**config.mk**
```make
export PLATFORM = sky130hd
export DESIGN_NAME = axi_rt_write_buffer
export DESIGN_NICKNAME = d
export VERILOG_FILES = /design/src/rtl/axi_rt_write_buffer.sv
export SDC_FILE = /design/constraint.sdc
export NUM_CORES = 1
export LEC_CHECK = 0
export ABC_AREA = 1
export CAP_MARGIN = 15
export CORE_ASPECT_RATIO = 0.7
export CORE_MARGIN = 2
export CORE_UTILIZATION = 30
export DETAILED_ROUTE_END_ITERATION = 16
export MAX_ROUTING_LAYER = met4
export PLACE_DENSITY = 0.44
export REMOVE_ABC_BUFFERS = 1
export SKIP_CTS_REPAIR_TIMING = 1
export SYNTH_ARGS = -nofsm -noshare
export SYNTH_HDL_FRONTEND = slang
export SYNTH_SLANG_ARGS = --single-unit
```
**constraint.sdc**
```tcl
create_clock -name clk_i -period 4.5 [get_ports clk_i]
set_clock_uncertainty 0.05 [all_clocks]
set_input_delay 0.9 -clock clk_i [delete_from_list [all_inputs] [get_ports clk_i]]
set_output_delay 0.9 -clock clk_i [all_outputs]
set_load 0.01 [all_outputs]
```
**src/rtl/axi_rt_write_buffer.sv**
```systemverilog
// Real-time write buffer: holds each sub-burst's W beats locally and only releases
// its AW once the whole burst is buffered, so downstream W can never be stalled.

package axi_rt_pkg;
  localparam int unsigned IdW   = 4;
  localparam int unsigned AddrW = 32;
  localparam int unsigned DataW = 32;
  localparam int unsigned StrbW = DataW / 8;
  localparam int unsigned LenW  = 8;

  typedef struct packed {
    logic [IdW-1:0]   id;
    logic [AddrW-1:0] addr;
    logic [LenW-1:0]  len;
    logic [2:0]       size;
    logic [1:0]       burst;
  } aw_chan_t;

  typedef aw_chan_t ar_chan_t;

  typedef struct packed {
    logic [DataW-1:0] data;
    logic [StrbW-1:0] strb;
    logic             last;
  } w_chan_t;

  typedef struct packed {
    logic [IdW-1:0] id;
    logic [1:0]     resp;
  } b_chan_t;

  typedef struct packed {
    logic [IdW-1:0]   id;
    logic [DataW-1:0] data;
    logic [1:0]       resp;
    logic             last;
  } r_chan_t;

  typedef struct packed {
    aw_chan_t aw;
    logic     aw_valid;
    w_chan_t  w;
    logic     w_valid;
    logic     b_ready;
    ar_chan_t ar;
    logic     ar_valid;
    logic     r_ready;
  } axi_req_t;

  typedef struct packed {
    logic    aw_ready;
    logic    w_ready;
    b_chan_t b;
    logic    b_valid;
    logic    ar_ready;
    r_chan_t r;
    logic    r_valid;
  } axi_resp_t;
endpackage

module axi_rt_write_buffer #(
  parameter int unsigned BufDepth = 16,
  parameter int unsigned AwDepth  = 4,
  parameter type axi_req_t  = axi_rt_pkg::axi_req_t,
  parameter type axi_resp_t = axi_rt_pkg::axi_resp_t,
  parameter type aw_chan_t  = axi_rt_pkg::aw_chan_t,
  parameter type w_chan_t   = axi_rt_pkg::w_chan_t
) (
  input  logic                          clk_i,
  input  logic                          rst_ni,
  input  axi_req_t                      slv_req_i,
  output axi_resp_t                     slv_resp_o,
  output axi_req_t                      mst_req_o,
  input  axi_resp_t                     mst_resp_i,
  output logic [$clog2(BufDepth+1)-1:0] w_fill_o,
  output logic [$clog2(BufDepth+1)-1:0] full_bursts_o
);
  localparam int unsigned CntW   = $clog2(BufDepth + 1);
  localparam int unsigned WPtrW  = $clog2(BufDepth);
  localparam int unsigned AwCntW = $clog2(AwDepth + 1);
  localparam int unsigned AwPtrW = (AwDepth > 1) ? $clog2(AwDepth) : 1;

  logic              active_q;
  aw_chan_t          aw_mem [AwDepth];
  logic [AwPtrW-1:0] aw_wptr_q, aw_rptr_q;
  logic [AwCntW-1:0] aw_cnt_q;
  w_chan_t           w_mem [BufDepth];
  logic [WPtrW-1:0]  w_wptr_q, w_rptr_q;
  logic [CntW-1:0]   w_cnt_q, full_bursts_q, w_credit_q;

  aw_chan_t aw_head;
  w_chan_t  w_head;
  logic     aw_full, aw_empty, w_full, w_empty;
  logic     aw_ready_c, w_ready_c, mst_aw_valid_c, mst_w_valid_c;
  logic     aw_push, aw_pop, w_push, w_pop, burst_in, burst_out;

  assign aw_head  = aw_mem[aw_rptr_q];
  assign w_head   = w_mem[w_rptr_q];
  assign aw_full  = (aw_cnt_q == AwCntW'(AwDepth));
  assign aw_empty = (aw_cnt_q == '0);
  assign w_full   = (w_cnt_q == CntW'(BufDepth));
  assign w_empty  = (w_cnt_q == '0);

  // Readys stay low until the first edge after reset release.
  assign aw_ready_c     = active_q && !aw_full;
  assign w_ready_c      = active_q && !w_full;
  assign mst_aw_valid_c = !aw_empty && (full_bursts_q != '0);
  assign mst_w_valid_c  = !w_empty && (w_credit_q != '0);

  assign aw_push   = slv_req_i.aw_valid && aw_ready_c;
  assign w_push    = slv_req_i.w_valid && w_ready_c;
  assign aw_pop    = mst_aw_valid_c && mst_resp_i.aw_ready;
  assign w_pop     = mst_w_valid_c && mst_resp_i.w_ready;
  assign burst_in  = w_push && slv_req_i.w.last;
  assign burst_out = w_pop && w_head.last;

  // AR/R/B forward untouched; only the AW and W channels are intercepted.
  always_comb begin : p_out
    slv_resp_o          = mst_resp_i;
    slv_resp_o.aw_ready = aw_ready_c;
    slv_resp_o.w_ready  = w_ready_c;
    mst_req_o           = slv_req_i;
    mst_req_o.aw        = aw_head;
    mst_req_o.aw_valid  = mst_aw_valid_c;
    mst_req_o.w         = w_head;
    mst_req_o.w_valid   = mst_w_valid_c;
  end

  assign w_fill_o      = w_cnt_q;
  assign full_bursts_o = full_bursts_q;

  always_ff @(posedge clk_i or negedge rst_ni) begin : p_ctrl
    if (!rst_ni) begin
      active_q      <= 1'b0;
      aw_wptr_q     <= '0;
      aw_rptr_q     <= '0;
      aw_cnt_q      <= '0;
      w_wptr_q      <= '0;
      w_rptr_q      <= '0;
      w_cnt_q       <= '0;
      full_bursts_q <= '0;
      w_credit_q    <= '0;
    end else begin
      active_q <= 1'b1;
      if (aw_push) aw_wptr_q <= (aw_wptr_q == AwPtrW'(AwDepth - 1)) ? '0 : aw_wptr_q + AwPtrW'(1);
      if (aw_pop)  aw_rptr_q <= (aw_rptr_q == AwPtrW'(AwDepth - 1)) ? '0 : aw_rptr_q + AwPtrW'(1);
      if (w_push)  w_wptr_q  <= (w_wptr_q == WPtrW'(BufDepth - 1)) ? '0 : w_wptr_q + WPtrW'(1);
      if (w_pop)   w_rptr_q  <= (w_rptr_q == WPtrW'(BufDepth - 1)) ? '0 : w_rptr_q + WPtrW'(1);
      aw_cnt_q      <= aw_cnt_q + AwCntW'(aw_push) - AwCntW'(aw_pop);
      w_cnt_q       <= w_cnt_q + CntW'(w_push) - CntW'(w_pop);
      full_bursts_q <= full_bursts_q + CntW'(burst_in) - CntW'(aw_pop);
      w_credit_q    <= w_credit_q + CntW'(aw_pop) - CntW'(burst_out);
    end
  end

  always_ff @(posedge clk_i) begin : p_mem
    if (aw_push) aw_mem[aw_wptr_q] <= slv_req_i.aw;
    if (w_push)  w_mem[w_wptr_q]   <= slv_req_i.w;
  end

`ifndef SYNTHESIS
  // A full W buffer with nothing complete means a burst longer than the buffer.
  a_w_deadlock: assert property (@(posedge clk_i) disable iff (!rst_ni)
    !(w_full && (full_bursts_q == '0) && (w_credit_q == '0)));
  a_aw_len: assert property (@(posedge clk_i) disable iff (!rst_ni)
    slv_req_i.aw_valid |-> (int'(slv_req_i.aw.len) < int'(BufDepth)));
  a_fb_underflow: assert property (@(posedge clk_i) disable iff (!rst_ni)
    !(aw_pop && (full_bursts_q == '0)));
  a_credit_underflow: assert property (@(posedge clk_i) disable iff (!rst_ni)
    !(burst_out && (w_credit_q == '0)));
`endif

endmodule

```
== Word-level counts from Yosys, hierarchy flattened ==
Memory sizes are Yosys's and may differ from the RTL's.
Index checks and enable logic that the tools add are counted.

* Memory bits (writable): 788
* Output and inout port bits: 200
* Latch bits: 0
* Bits in read-only memories: 0
* Memories: 2
* Flip-flop bits (word level): 31
* Bits of input ports: 192
* Logic and storage cells: 55

* Order comparisons: 0
* Add/subtract/negate cells: 12
* Multipliers: 0
* Bitwise operators: 0
* Divide/modulo/power cells: 0
* Eq/ne operators: 6
* Shift-type cells: 0
* Multiplexer cells: 8
* Reduce and logical (&&, ||, !) cells: 18

{| class="wikitable"
|+ Memory list
! name !! words !! width !! rd ports !! clocked after Yosys merged registers in !! write ports !! line !! text
|-
| w_mem || 16 || 37 || 1 || 0 || 1 || 87 || <nowiki>w_chan_t w_mem [BufDepth];</nowiki>
|-
| aw_mem || 4 || 49 || 1 || 0 || 1 || 84 || <nowiki>aw_chan_t aw_mem [AwDepth];</nowiki>
|}

{| class="wikitable"
|+ Operators with widths
! operator !! number
|-
| $add A5 B1 Y5 || 3
|-
| $sub A5 B1 Y5 || 3
|-
| $logic_and A1 B1 Y1 || 10
|-
| $reduce_bool A5 Y1 || 2
|-
| $add A4 B1 Y4 const B || 2
|-
| $eq A4 B4 Y1 const B || 2
|-
| $mux W4 || 2
|-
| $eq A5 B5 Y1 const B || 1
|-
| $logic_not A5 Y1 || 1
|-
| $add A2 B1 Y2 const B || 2
|-
| $eq A2 B2 Y1 const B || 2
|-
| $logic_not A1 Y1 || 4
|-
| $mux W1 || 4
|-
| $mux W2 || 2
|-
| $add A3 B1 Y3 || 1
|-
| $eq A3 B3 Y1 const B || 1
|-
| $logic_not A3 Y1 || 1
|-
| $sub A3 B1 Y3 || 1
|}

== Logic depth before layout (Yosys ltp) ==
Gate-level depths: netlist (run 1).

* Depth after elaboration: 7
* Mapped depth: 18
* Gate-level depth less buffers: 16

== Worst setup path after synthesis (run 1) ==
OpenSTA, ideal clock, no wires.

* Path kind: input to register
* Start: input slv_req_i[90] (netlist name)
* End: memory aw_mem[0][0] (netlist name) (enable)
* Path slack: 0.849 ns
* Setup time: 0.456 ns
* Buffers on the path: 0
* Data required time: 3.994 ns
* Stages: 2
* Arrival: 3.145 ns
* Cell sequence: nand2_1 > nor2_1

* Longest elaborated chain between the ends: 3

{| class="wikitable"
|+ RTL lines
! what !! line !! text
|-
| start: declaration || 71 || <nowiki>input axi_req_t slv_req_i,</nowiki>
|-
| $logic_and A1 B1 Y1 || 110 || <nowiki>assign aw_push = slv_req_i.aw_valid && aw_ready_c;</nowiki>
|-
| $mux W1 || 157 || <nowiki>if (aw_push) aw_mem[aw_wptr_q] <= slv_req_i.aw;</nowiki>
|-
| $mux W1 (implied by the code) || 157 ||
|-
| end: declaration || 84 ||
|}

No other way between the ends.

==> results.md, run 1 <==
* Root buf cell: clkbuf_16
* Layout cell share with drive strength beyond 1 at 7.30%
* Worst-path fanout max at 186
* Die Wd at 404 um
* Flip-flop and latch count after synthesis at 819
* Die height at 284 um
* Sinks on Clock Net at 819
* Crit start category: flop
* RSZ-0062 raised after global routing: false
* Reg2reg path depth at 15
* Crit path largest cell delay at 610 ps
* First-pass GRT wire length at 144000 um
* Final setup margin at 283 ps
* Slew HR at 25.8%
* Layout area overhead at 17.1%
* DRC at 0
* # rows at 102
* Antenna violations before repair at 1
* Peak supply drop at 0.534 mV
* Max Freq at 237 MHz
* Met2 wire len at 43600 um
* Clk pwr share at 28.0%
* M1 wire length at 45000 um
* Tcrit/Tclk final at 93.7%
* Skew-Pair Late Insertion Delay at 680 ps
* Fin nets at 3059
* Synth Instances at 2744
* R2R Path End: w_credit_q[4]
* Worst hold-check path type: input port to async pin
* CP required at 3550 ps
* Net Sw Power at 0.00882 W
* Crit path depth at 6
* Worst R2R Setup Slack at 1210 ps
* Clock tree from TritonCTS: done
* I/O pin total at 392
* Leakage at 13.4 nW
* Worst-path clk slew at 60 ps
* Hold Vio Cnt, Final at 0
* Avg Synthesized Cell Area at 12.3 sq um
* Flop pwr share at 36.8%
* Total gr overflow at 0
* Final Slew Violations at 0
* Sw frac at 35.3%
* Max cap viols at 0
* Comb power frac at 35.2%
* Routed wire length on met3 at 8950 um
* Drt pass-1 iters at 7
* CP Buf/Inv Count at 2
* Final WL at 99200 um
* Count of warnings emitted by yosys at 0
* Post-route setup TNS at 0 ps
* Vias at 20801
* Cell Pwr Density at 635 mW/mm^2
* Detailed Place HPWL at 57900 um
* Arrival @ worst endpoint at 3270 ps
* Initial Utilization at 30.3%
* RR Startpoint: w_rptr_q[0]
* Via-to-Cell Ratio at 4.77
* Full die area at 0.115 sq mm
* Synth cell types at 26
* Critical-path top delay cell: buf_12
* Highest Signal Layer: met4
* Pin count of the biggest net entering global routing at 187
* Worst-path cell chain: buf_12, o21ai_0, o211ai_1, nand3_1, nand2_1, clkdlybuf4s50_1
* Final Non-Filler Cells at 4360
* # setup viols final at 0
* Largest delay contributor family on the critical path: buffers and inverters
* Post-route ant nets at 0
* # H-tree levels at 3
* CP Class: flop to output pin
* Wirelength per Cell at 22.8 um
* Max clock buf depth at 3
* PortBufs at 191
* Placement Setup Slack at 822 ps
* Final design utilization at 35.5%
* CP Capture Type: output pin
* Worst slew pin tran at 1110 ps
* Initial detailed-routing violation count at 1535
* Crit path time final at 4220 ps
* CTS Buf Count at 88
* Register area share after synthesis at 72.7%
* Mapped cell area at 0.0336 sq mm
* Placed insts at 4199
* Vias in the first global route at 20263
* GP Congestion at 0.732
* Status: finished clean
* Core ar. at 0.111 sq mm
* Tot GR Track Use at 17.6%
* Pint at 0.0162 W
## kinds of logic after synthesis
kind of cell,share of synthesized area (%)
AOI/OAI and AO/OA,7.87
xor gates and xnor gates,0.443
adders and majority gates,1.35
buffers and inverters,5.82
DFF,72.7
other,0.0112
and+or+nand+nor,11.8
## metal layers
metal | vias to the layer above | GRT usage (%)
met5 | - | -
met4 | 0 | 3.54
met3 | 112 | 7.02
met2 | 659 | 25.4
met1 | 10356 | 23.3
li1 | 9674 | -
## metrics by stage
step / hold WS [ps] / power, W / cell area (sq um)
finish: 276 / 0.0250 / 39400
global placement: 437 / 0.0182 / 36600
floorplan: 425 / 0.0143 / 32000
global route: 284 / 0.0266 / 39400
CTS: 262 / 0.0254 / 39400
detailed placement: 450 / 0.0183 / 36600
## layout by cell type, fill, tap and decap left out, types with 5 or more instances in the layout
| cell | instances |
|---|---|
| o21ai_0 | 334 |
| clkinv_1 | 22 |
| nor2_4 | 21 |
| dfrtp_1 | 27 |
| nand3_1 | 90 |
| nor2_1 | 648 |
| o211ai_1 | 36 |
| inv_1 | 92 |
| a21oi_1 | 9 |
| o22ai_1 | 49 |
| buf_12 | 16 |
| xnor2_1 | 5 |
| edfxtp_1 | 788 |
| xor2_1 | 12 |
| clkbuf_16 | 89 |
| o21ai_1 | 69 |
| clkbuf_1 | 19 |
| bufinv_16 | 5 |
| buf_4 | 44 |
| clkdlybuf4s50_1 | 190 |
| clkinv_2 | 15 |
| ha_1 | 30 |
| nand2_1 | 261 |
## synth_stat cells
library cell	number	area share, %
a21oi_1	9	0.13
inv_1	94	1.0
nand3_1	90	1.3
inv_2	4	0.045
ha_1	30	1.1
buf_6	18	0.60
xnor2_1	5	0.13
nor2_1	669	7.5
buf_1	7	0.078
a21boi_0	1	0.022
xor2_1	12	0.31
clkbuf_1	69	0.77
o22ai_1	49	0.91
o211ai_1	36	0.80
fa_1	4	0.24
nand3b_1	2	0.045
clkinv_1	1	0.011
o21ai_0	334	5.0
buf_2	35	0.52
nand4_1	2	0.037
o21ai_1	69	1.0
buf_4	123	2.7
edfxtp_1	788	70
conb_1	1	0.011
nand2_1	261	2.9
dfrtp_1	31	2.3
## state kept, by name (all words and copies together) (netlist names)
register	flops
aw_cnt_q	3
aw_wptr_q	2
w_rptr_q	4
full_bursts_o	5
aw_rptr_q	2
active_q	1
w_fill_o	5
w_mem	592
aw_mem	196
w_wptr_q	4
w_credit_q	5
## how the worst max path moves through the flow
stage / from / endpoint / slack (ps)
3_5_place_dp: slv_req_i[52] / full_bursts_o[4] / 820
4_1_cts: w_rptr_q[0] / mst_req_o[56] / 200
2_1_floorplan: w_rptr_q[0] / w_credit_q[4] / -6480
6_report: w_rptr_q[1] / mst_req_o[78] / 280
3_3_place_gp: slv_req_i[52] / full_bursts_o[4] / 720
5_1_grt: w_rptr_q[1] / mst_req_o[61] / 30
## power groups by stage
stage | sequential (W) | combinational [W] | clock (W)
3_3_place_gp | 0.00934 | 0.00888 | 0
3_5_place_dp | 0.00937 | 0.00897 | 0
5_1_grt | 0.00926 | 0.00987 | 0.00748
4_1_cts | 0.00921 | 0.00901 | 0.00719
6_report | 0.00921 | 0.00880 | 0.00700
2_1_floorplan | 0.00983 | 0.00446 | 0
## cell type report
cell class	count	area (sq um)
fillers	10604	71500
inverters	99	387
well taps	1456	1820
clock inverters	51	460
flip-flops and latches	819	24400
diodes	1	2.50
multi-input cells	1574	7380
repair buffers	251	2560
clock buffers	109	2310
Note: power is estimated with default switching activity, not from simulation.
==> inputs of run 2 (changes only) <==
- CELL_PAD_IN_SITES_DETAIL_PLACEMENT: unset -> 1
- CELL_PAD_IN_SITES_GLOBAL_PLACEMENT: unset -> 2
- PLACE_DENSITY: 0.44 -> 0.61
- SETUP_SLACK_MARGIN: unset -> 0.15
==> run 2 against run 1 <==
  * Sequential share of layout area grew 0.16 points
  * Largest power group unchanged
  * Die area is the same
  * Sequential cell count is the same
  * Critical path type unchanged
  * Register-to-register slack lost 350 ps
  * Largest cell class unchanged
==> results.md, run 2 (synthesized netlist as in run 1, its figures left out) <==
* Cell area after layout at 0.0393 sq mm (-0.26%)
* First-pass GRT wire length at 153000 um (+6.7%)
* Peak supply drop at 0.513 mV (-3.9%)
* Die height at 284 um (unchanged)
* Fin nets at 3057 (-0.065%)
* Detailed Place HPWL at 60800 um (+5.1%)
* Crit path time final at 4100 ps (-118 ps)
* Max cap viols at 0 (unchanged)
* RSZ-0062 raised after global routing: false
* CP Class: flop to output pin
* Final Slew Violations at 0 (unchanged)
* Core ar. at 0.111 sq mm (unchanged)
* Drt pass-1 iters at 5 (-2)
* Vias at 21109 (+1.5%)
* Final setup margin at 401 ps (+118 ps)
* CP Capture Type: output pin
* Initial detailed-routing violation count at 1302 (-15%)
* Placed cell areas at 0.0366 sq mm (about the same)
* Cell Pwr Density at 637 mW/mm^2 (+0.27%)
* Initial Utilization at 30.3% (unchanged)
* # rows at 102 (unchanged)
* Max clock buf depth at 3 (unchanged)
* Pin count of the biggest net entering global routing at 148 (-21%)
* RR Startpoint: w_rptr_q[0]
* Tcrit/Tclk final at 91.1% (-2.6 points)
* Worst hold-check path type: input port to async pin
* Root buf cell: clkbuf_16
* Status: finished clean
* Tot GR Track Use at 18.6% (+1.1 points)
* Tot Pwr at 0.0250 W (about the same)
* Worst-path clk slew at 60 ps (about the same)
* Crit start category: flop
* Die Wd at 404 um (unchanged)
* # setup viols final at 0 (unchanged)
* Antenna violations before repair at 2 (+1)
* Post-route ant nets at 0 (unchanged)
* GP Congestion at 0.720 (-1.7%)
* Sinks on Clock Net at 819 (unchanged)
* CTS Buf Count at 87 (-1.1%)
* Layout area overhead at 16.8%
* Slew HR at 34.8% (+9.1 points)
* Vias in the first global route at 22207 (+9.6%)
* Critical Path Source: w_rptr_q[0]
* Leakage at 13.4 nW (-0.34%)
* Via-to-Cell Ratio at 4.84 (+1.5%)
* Worst slew pin tran at 978 ps (-136 ps)
* Wirelength per Cell at 24.0 um (+5.7%)
* Final WL at 105000 um (+5.6%)
* Regs by FF count: w_mem: 592 flops, aw_mem: 196 flops
* I/O pin total at 392 (unchanged)
* # H-tree levels at 3 (unchanged)
* Worst-path fanout max at 77 (-59%)
* Hold Vio Cnt, Final at 0 (unchanged)
* Register with the most flip-flops: w_mem
* Total gr overflow at 0 (unchanged)
* Layout cell share with drive strength beyond 1 at 7.21% (-0.096 points)
* DRC at 0 (unchanged)
* Most common cell after layout, fill and taps aside: edfxtp_1
* Max Freq at 244 MHz (+2.9%)
* Arrival @ worst endpoint at 3150 ps (-120 ps)
* Largest register FFs at 592 (unchanged)
* CP required at 3550 ps (about the same)
* Skew-Pair Late Insertion Delay at 660 ps (-20 ps)
* Full die area at 0.115 sq mm (unchanged)
* Most frequent cells in the layout: edfxtp_1 (788), nor2_1 (648), o21ai_0 (334)
* Placement Setup Slack at 761 ps (-60.8 ps)
* PortBufs at 191 (unchanged)
* Fill count at 11679 (+10%)
* Clock tree from TritonCTS: done
## run 2: critical path: stages (launching register included)
cell and delay, ps:
dfrtp_4 540, inv_8 350, buf_4 410, nand2_1 120, nand3_1 90, nand3_1 80, nand3_1 100, nand2_1 160
inv_1 90, clkdlybuf4s50_1 530
## run 2: cell type report
| class | instances | area, sq um | share of cell area [%] |
|---|---|---|---|
| sequential | 819 | 24400 | 62.3 |
| multi-input combinational | 1574 | 7380 | 18.8 |
| timing repair buffer | 250 | 2570 | 6.54 |
| clock buffer | 105 | 2290 | 5.82 |
| tap | 1456 | 1820 | 4.64 |
| inverter | 99 | 382 | 0.972 |
| clock inverter | 53 | 372 | 0.946 |
| antenna | 2 | 5.00 | 0.0127 |
## run 2: power by group
part           switching, W  internal, W  leakage (nW)
Combinational       0.00569      0.00324          4.59
Clock               0.00300      0.00385          1.30
Sequential         0.000257      0.00897          7.47
Total               0.00895       0.0161          13.4
## run 2: metal layers
metal / GRT usage, % / wire length [um]
met1: 24.5 / 48300
met2: 27.9 / 47300
met3: 6.30 / 7360
met4: 3.99 / 1840
met5: - / 0
## run 2: stage by stage
step	TNS [ps]	util [%]	instances	hold slack, ps
2_1_floorplan	-262580	-	2492	425
5_1_grt	0	35.4	4357	306
6_report	0	35.4	4358	288
4_1_cts	0	35.4	4356	266
3_3_place_gp	0	33.0	4198	441
3_5_place_dp	0	33.0	4198	467
## run 2: path summary, 6_finish.rpt
path	cells after the start	to	slack, ps
min in group clk_i	1	w_credit_q[0]	470
worst min register to register	1	w_credit_q[0]	470
worst max register to register	15	w_credit_q[4]	860
worst max-delay path	9	mst_req_o[53]	400
max in group asynchronous	1	w_rptr_q[0]	3490
worst min-delay path	1	full_bursts_o[2]	290
==> inputs of run 3 (changes only) <==
--- a/config.mk
+++ b/config.mk
@@ -19,4 +19,5 @@
 export SETUP_SLACK_MARGIN = 0.15
 export SKIP_CTS_REPAIR_TIMING = 1
+export SLEW_MARGIN = 15
 export SYNTH_ARGS = -nofsm -noshare
 export SYNTH_HDL_FRONTEND = slang
--- a/constraint.sdc
+++ b/constraint.sdc
@@ -3,3 +3,3 @@
 set_input_delay 0.9 -clock clk_i [delete_from_list [all_inputs] [get_ports clk_i]]
 set_output_delay 0.9 -clock clk_i [all_outputs]
-set_load 0.01 [all_outputs]
+set_load 0.1 [all_outputs]
==> run 3 against run 2 <==
  * Total power up 21%
  * Final area rose by 0.16%
  * Setup slack improved by 11 ps
  * Largest power group is now combinational cells
==> results.md, run 3 (synthesized netlist as in run 1, its figures left out) <==
* Status: finished clean
* Crit path time final at 4090 ps (-10.7 ps)
* # H-tree levels at 3 (unchanged)
* Worst hold-check path type: input port to async pin
* Reg2reg path depth at 14 (-1)
* GR Layer Usage met1 at 24.2% (-0.34 points)
* Final WL at 105000 um (+0.53%)
* Arrival @ worst endpoint at 3140 ps (about the same)
* Layout cell share with drive strength beyond 1 at 10.0% (+2.8 points)
* Full die area at 0.115 sq mm (unchanged)
* Sinks on Clock Net at 819 (unchanged)
* Tot GR Track Use at 18.7% (+0.055 points)
* Initial Utilization at 30.3% (unchanged)
* Worst R2R Setup Slack at 990 ps (+130 ps)
* Max Freq at 245 MHz (+0.26%)
* CTS Buf Count at 87 (unchanged)
* RSZ-0062 raised after global routing: false
* R2R Path End: w_credit_q[4]
* Worst slew pin tran at 1120 ps (+139 ps)
* Vias at 21157 (+0.23%)
* Initial detailed-routing violation count at 1384 (+6.3%)
* GP Congestion at 0.728 (+1.1%)
* RR Startpoint: w_rptr_q[2]
* First-pass GRT wire length at 154000 um (+0.19%)
* Via-to-Cell Ratio at 4.86 (+0.43%)
* CP Capture Type: output pin
* CP required at 3550 ps (about the same)
* Fin nets at 3055 (-0.065%)
* Routing usage on met2 at 28.2% (+0.30 points)
* I/O pin total at 392 (unchanged)
* Max clock buf depth at 3 (unchanged)
* Slew HR at 25.6% (-9.2 points)
* Busiest grt layer: met2
* Die Wd at 404 um (unchanged)
* Regs by FF count: w_mem: 592 flops, aw_mem: 196 flops
* Post-route setup TNS at 0 ps (unchanged)
* Most common cell after layout, fill and taps aside: edfxtp_1
* Most frequent cells in the layout: edfxtp_1 (788), nor2_1 (648), o21ai_0 (334)
* CP Class: flop to output pin
* Critical Path Source: w_rptr_q[1]
* Hold Vio Cnt, Final at 0 (unchanged)
* Leakage at 13.6 nW (+1.4%)
* Root buf cell: clkbuf_16
* Tcrit/Tclk final at 90.9% (-0.24 points)
* Peak supply drop at 0.474 mV (-7.7%)
* Final Slew Violations at 0 (unchanged)
* Detailed Place HPWL at 61300 um (+0.77%)
* Drt pass-1 iters at 5 (unchanged)
* Largest register FFs at 592 (unchanged)
* Worst-path fanout max at 138 (+79%)
* Crit start category: flop
* Post-route ant nets at 0 (unchanged)
* Worst-path clk slew at 60 ps (about the same)
* # rows at 102 (unchanged)
* Layout area overhead at 17.0%
* Cell Pwr Density at 772 mW/mm^2 (+21%)
* Antenna violations before repair at 0 (-2)
* Wirelength per Cell at 24.2 um (+0.74%)
* Pin count of the biggest net entering global routing at 163 (+10%)
* Vias in the first global route at 21805 (-1.8%)
* Die height at 284 um (unchanged)
* PortBufs at 191 (unchanged)
* # setup viols final at 0 (unchanged)
* Skew-Pair Late Insertion Delay at 690 ps (+30 ps)
* Register with the most flip-flops: w_mem
* M3 GR Usage at 6.66% (+0.35 points)
* Fill count at 11695 (+0.14%)
* Clock tree from TritonCTS: done
* Total gr overflow at 0 (unchanged)
* DRC at 0 (unchanged)
* Tot Pwr at 0.0304 W (+21%)
* Max cap viols at 0 (unchanged)
* Number of antenna diodes at 0 (-2)
* Core ar. at 0.111 sq mm (unchanged)
-- run 3: cell count changes in the layout (fill, tap and decap cells not counted), moves of 4 or more --
cell,change
clkdlybuf4s50_1,-86
clkinv_1,-4
buf_12,+21
clkinvlp_4,-4
buf_4,+64
-- run 3: critical path: stages (launching register included) --
cell and delay, ps:
dfrtp_4 720, buf_16 520, o21ai_0 200, o211ai_1 280, nand3_1 170, nand2_1 200, buf_12 200
-- run 3: metrics by stage --
stage               util [%]  instances  setup WS, ps  hold WS, ps  instance area (sq um)
detailed placement      33.0       4196           794          450                  36600
global placement        33.0       4196           837          444                  36600
CTS                     35.5       4349           168          246                  39300
finish                  35.5       4349           412          253                  39300
global route            35.5       4349           180          284                  39300
floorplan                  -       2492         -6490          425                  32000
-- run 3: power breakdown --
part	leakage [nW]	switching, W	total (W)	internal (W)
Clock	1.31	0.00309	0.00691	0.00382
Sequential	7.47	0.000325	0.00929	0.00897
Combinational	4.77	0.0106	0.0141	0.00357
Total	13.6	0.0140	0.0304	0.0164
-- run 3: metal layers --
metal | part of all wire [%] | vias up
li1 | - | 9656
met1 | 45 | 10830
met2 | 45 | 538
met3 | 7.3 | 133
met4 | 1.9 | 0
met5 | 0 | -
-- run 3: worst max-delay path by stage --
stage / to / slack (ps)
after CTS: mst_req_o[62] / 170
after global placement: full_bursts_o[4] / 840
after global routing: mst_req_o[76] / 180
final: mst_req_o[76] / 410
after detailed placement: full_bursts_o[4] / 790
after floorplan: mst_req_o[54] / -6490
-- run 3: final cells by class --
cell class	count	area [sq um]	area share, %
Tap cell	1456	1820	4.63
Timing Repair Buffer	248	2620	6.65
Clock inverter	47	420	1.07
Clock buffer	106	2260	5.74
Sequential cell	819	24400	62.2
Inverter	99	383	0.974
Multi-Input combinational cell	1574	7380	18.8
